## config.mk

```make
export PLATFORM = sky130hd
export DESIGN_NAME = tone_i2s_player
export DESIGN_NICKNAME = d
export VERILOG_FILES = /design/src/rtl/tone_i2s_player.sv
export SDC_FILE = /design/constraint.sdc
export NUM_CORES = 1
export LEC_CHECK = 0
export ABC_CLOCK_PERIOD_IN_PS = 6900
export BUFFER_PORTS_ARGS = -buffer_cell sky130_fd_sc_hd__buf_2
export CORE_ASPECT_RATIO = 2
export CORE_UTILIZATION = 50
export DETAILED_ROUTE_END_ITERATION = 16
export GPL_TIMING_DRIVEN = 0
export PLACE_DENSITY = 0.67
export REMOVE_ABC_BUFFERS = 1
export SLEW_MARGIN = 25
export SYNTH_ARGS = -nofsm -noshare
export SYNTH_HDL_FRONTEND = slang
export SYNTH_SLANG_ARGS = --single-unit
export TNS_END_PERCENT = 50
```

## constraint.sdc

```tcl
create_clock -name clk -period 6.9 [get_ports clk]
set_clock_uncertainty 0.2 [all_clocks]
set_input_delay 0.69 -clock clk [delete_from_list [all_inputs] [get_ports clk]]
set_output_delay 0.69 -clock clk [all_outputs]
set_load 0.01 [all_outputs]
```

## src/rtl/tone_i2s_player.sv

```systemverilog
// tone_i2s_player: per-channel square-wave tone synth, volume-scaled, serialised to a Pmod I2S DAC.
module tone_i2s_player #(
  parameter int unsigned CLK_FREQ   = 100_000_000,
  parameter int unsigned SIL_THRESH = 20_000
) (
  input  logic        clk,
  input  logic        rst_n,
  input  logic        en,
  input  logic [31:0] toneL,
  input  logic [31:0] toneR,
  input  logic [2:0]  vol,
  output logic        audio_mclk,
  output logic        audio_sck,
  output logic        audio_lrck,
  output logic        audio_sdin,
  output logic        frame_tick
);
  localparam logic [32:0] CF = 33'(CLK_FREQ);
  logic [8:0]        r_cnt;
  logic [1:0][31:0]  r_acc;
  logic [1:0]        r_wave;
  logic [1:0][15:0]  r_lat;
  logic              r_sdin;
  logic              r_tick;
  logic [1:0][31:0]  w_tone;
  logic [1:0][32:0]  w_sum;
  logic [1:0]        w_sil;
  logic [1:0]        w_roll;
  logic [1:0][31:0]  w_acc_nxt;
  logic [1:0]        w_wave_nxt;
  logic [1:0][15:0]  w_samp;
  logic [1:0][15:0]  w_lat_nxt;
  logic [15:0]       w_amp;
  logic [8:0]        w_cnt_nxt;
  logic              w_wrap;
  logic              w_sdin_nxt;
  assign w_tone     = {toneR, toneL};
  assign w_amp      = {2'b00, vol, 11'd0};
  assign w_wrap     = &r_cnt;
  assign w_cnt_nxt  = r_cnt + 9'd1;
  always_comb begin
    for (int k = 0; k < 2; k++) begin
      w_sil[k]      = (w_tone[k] == 32'd0) || (w_tone[k] >= SIL_THRESH);
      w_sum[k]      = {1'b0, r_acc[k]} + {w_tone[k], 1'b0};
      w_roll[k]     = w_sum[k] >= CF;
      w_acc_nxt[k]  = w_sil[k] ? 32'd0 : w_roll[k] ? 32'(w_sum[k] - CF) : w_sum[k][31:0];
      w_wave_nxt[k] = !w_sil[k] && (r_wave[k] ^ w_roll[k]);
      w_samp[k]     = (w_sil[k] || vol == 3'd0 || !en) ? 16'd0 : r_wave[k] ? w_amp : -w_amp;
      w_lat_nxt[k]  = w_wrap ? w_samp[k] : r_lat[k];
    end
  end
  // Look ahead one cycle so the registered data bit lines up with the falling sck edge.
  assign w_sdin_nxt = w_lat_nxt[w_cnt_nxt[8]][~w_cnt_nxt[7:4]];
  always_ff @(posedge clk or negedge rst_n)
    if (!rst_n) begin
      r_cnt  <= '0;
      r_acc  <= '0;
      r_wave <= '0;
      r_lat  <= '0;
      r_sdin <= 1'b0;
      r_tick <= 1'b0;
    end else begin
      r_cnt  <= w_cnt_nxt;
      r_acc  <= w_acc_nxt;
      r_wave <= w_wave_nxt;
      r_lat  <= w_lat_nxt;
      r_sdin <= w_sdin_nxt;
      r_tick <= w_wrap;
    end
  assign audio_mclk = r_cnt[1];
  assign audio_sck  = r_cnt[3];
  assign audio_lrck = r_cnt[8];
  assign audio_sdin = r_sdin;
  assign frame_tick = r_tick;
endmodule

```

==> metrics.md <==
| Metric | Value |
|---|---|
| EDFF count, synth | `0` |
| Most numerous cell in the Yosys netlist | `dfrtp_1` |
| Clk root buf | `clkbuf_16` |
| Slowest-stage cell, CP | `a211oi_4` |
| Hold slack final | `~30 ps` |
| WP data required | `6930 ps` |
| Peak fanout along the critical path | `19` |
| Register Area | `between 2000 and 3000 sq um` |
| Inserted Clock Buffers | `9` |
| Setup TNS Final | `0 ps` |
| Routed len/inst | `around 21 um` |
| Routed Antenna Nets | `0` |
| Outcome | `completed` |
| Placed wire-length estimate | `23,100 um` |
| Synth Register Bits | `between 100 and 150` |
| Maximum clock path buffer count | `2` |
| Fin nets | `between 1k and 1.5k` |
| PD cells | `approximately 130 nW/um^2` |
| Initial antenna violation count | `0` |
| Design Area, Final | `around 10,000 sq um` |
| Final Instance Count excl. Fillers | `roughly 1.4k` |
| Relative slew slack | `between 20% and 30%` |
| Synth area leader | `dfrtp_1` |
| CTS Sinks | `107` |
| Crit-path max cell delay | `around 900 ps` |
| DP Cell Count | `~1.4k` |
| Number of buffers inserted by port buffering | `74` |
| Mapped Area | `9600 sq um` |
| I/O pin count | `75` |
| CTS tree | `done` |
| Minimum clock period | `5690 ps` |
| Max cap viols | `0` |
| Area of the multi-input gates | `6550 sq um` |
| Post-layout util | `between 50% and 60%` |
| Via count of the first global-routing pass | `around 9.1k` |
| DRC viols | `0` |
| Leakage power | `roughly 4.8 nW` |
| Post-CTS setup buffers | `0` |
| Worst Path Class, Setup | `in -> reg` |
| H-tree depth | `3` |
| Worst-path clk slew | `approximately 80 ps` |
| Worst Hold Class | `in -> async` |
| Avg Cell Area, Syn | `between 8 and 9 sq um` |
| GR Overflow Total | `0` |
| Total track usage | `a little under a third` |
| Die area | `19,800 sq um` |
| Die Ht | `approximately 200 um` |
| Leading post-synthesis cells by cell area | `dfrtp_1 28%, ha_1 9.1%, a21oi_1 4.3%` |
| Grt met2 use | `between 50% and 60%` |
| Final Slew Violations | `0` |
| Worst setup SP type | `input pin` |
| Die Width | `between 90 and 100 um` |
| # diodes | `0` |
| First-pass GRT wire length | `roughly 46,000 um` |
| Post-place instance area | `~10,000 sq um` |
| Top_reg_cell synth | `dfrtp_1` |
| Post-Syn Instances | `roughly 1.1k` |
| Crit path DAT | `about 5700 ps` |
| Met1 usage | `a little over a quarter` |
| Mean number of vias per cell | `6.27` |
| Final Setup Violations | `0` |
| Crit path launch | `toneL[0]` |
| Synth unique cells | `100` |
| Synth async-reset ratio | `100%` |
| Area delta synth->final | `8.08%` |
| Crit end category | `register` |
| # resized after CTS | `0` |
| Post-synthesis sequential area ratio | `27.9%` |
| Synth warnings | `0` |
| # rows | `71` |
| DRT iter0 DRCs | `406` |
| RSZ-0062 raised after global routing | `no` |
| Routability congestion estimate | `slightly below 1` |
| Crit path cell chain | `buf_2, ha_1, fa_1, a21o_1, a221oi_2, o21bai_1, a21oi_1, xor2_1, ha_1, nor4b_1, nand3_1, nor4_1, nand4b_1, a211oi_4, o221ai_1, xor2_1, nor2b_1` |
| Top cells by count, synth | `107 x dfrtp_1, 104 x nor2_1, 83 x a21oi_1` |
| Hold_buf cts | `0` |
| Fmax | `roughly 180 MHz` |
| Largest net degree at the start of global routing | `73` |
| Worst vdd ir | `~0.11 mV` |
| TritonRoute pass-1 iters | `5` |
| Worst Tran Pin Value | `approximately 1100 ps` |
| Core Box Area | `roughly 19,000 sq um` |
| Vias | `between 8k and 9k` |
| GRT busiest layer | `met2` |
| Initial Utilization | `between 50% and 60%` |
| Share of cells above drive strength 1 | `a little over an eighth` |
| Fillcell total | `1,848` |
| Reg2reg start | `r_acc[1]$_DFF_PN0_` |
| Part of the cycle the worst path needs | `82.5%` |
| Met3 usage in global routing | `3.67%` |
| WL final | `about 30,000 um` |
| Final hold viol count | `0` |
| Synth top area share | `between 20 and 30%` |
| Clk_lat worst skew | `370 ps` |
## area by class of cell
cell class	instances	share of cell area, %
multi-input combinational	935	63.1
sequential	107	25.8
timing repair buffer	76	4.16
tap	255	3.08
clock buffer	10	2.30
inverter	31	1.12
clock inverter	5	0.446
## sequential cells by signal, summed over array words and instances (netlist names)
signal and count:
r_acc 62, frame_tick 1, r_cnt 9, r_lat 32, r_wave 2, audio_sdin 1
## logic make-up after synthesis
| kind of cell | count (synthesis) | share of synthesized area [%] |
|---|---|---|
| and+or+nand+nor | 421 | 23.2 |
| AOI/OAI and AO/OA | 341 | 24.7 |
| DFF | 107 | 27.9 |
| xor gates and xnor gates | 80 | 7.30 |
| buffers and inverters | 79 | 4.01 |
| adders and majority gates | 72 | 9.54 |
| muxes | 21 | 3.28 |
## stage by stage
step | power, mW | setup WS [ps]
final | 1.40 | 1210
after global routing | 1.46 | 913
after CTS | 1.41 | 1210
after detailed placement | 0.884 | 814
after global placement | 0.880 | 854
after floorplan | 0.791 | 2170
## final timing paths
| check | cells past startpoint | to | slack [ps] |
|---|---|---|---|
| worst max-delay path | 17 | r_acc[28]$_DFF_PN0_ | 1210 |
| worst min-delay path | 1 | r_acc[22]$_DFF_PN0_ | 30 |
| worst max register to register | 16 | r_acc[28]$_DFF_PN0_ | 1280 |
| worst min register to register | 1 | r_lat[23]$_DFF_PN0_ | 310 |
| max in group asynchronous | 2 | r_cnt[0]$_DFF_PN0_ | 5750 |
| min in group clk | 1 | r_lat[23]$_DFF_PN0_ | 310 |
## power breakdown
| group | leakage [nW] | internal (mW) | switching, mW | total (mW) |
|---|---|---|---|---|
| clock | 0.141 | 0.259 | 0.262 | 0.521 |
| sequential | 1.42 | 0.626 | 0.000000886 | 0.626 |
| combinational | 3.28 | 0.0919 | 0.158 | 0.250 |
## cells in the final DEF, fill, tap and decap left out, drive strengths merged, types with 9 or more instances in the layout
cell type / Yosys / final
a21oi: 85 / 85
o21bai: 11 / 11
nor2b: 35 / 35
nor2: 105 / 105
xor2: 39 / 39
clkbuf: 24 / 10
o22ai: 13 / 13
and3: 17 / 17
nand3: 24 / 24
and2: 19 / 19
or3: 13 / 13
a21o: 33 / 33
dfrtp: 107 / 107
a31oi: 10 / 10
o21a: 13 / 13
nor3: 41 / 41
nand2: 76 / 76
inv: 31 / 33
nand2b: 11 / 11
o211ai: 17 / 17
buf: 24 / 76
mux2i: 9 / 9
nor4: 21 / 21
nand4: 18 / 18
ha: 70 / 70
o21ai: 66 / 66
or2: 9 / 9
xnor2: 41 / 41
a211oi: 25 / 25
## per-layer routing
metal | vias up | share of wire [%]
met5 | - | 0
met4 | 0 | 9.6
met3 | 137 | 3.2
met2 | 270 | 55
met1 | 4241 | 32
li1 | 4255 | -
## worst max-delay path: cells and delay by family
family | cells | cell delay [ps]
AOI/OAI and AO/OA | 6 | 2240
xor gates and xnor gates | 2 | 580
adders and majority gates | 3 | 880
buffers and inverters | 1 | 110
and+or+nand+nor | 5 | 1230
Power figures use the tool's default switching activity.
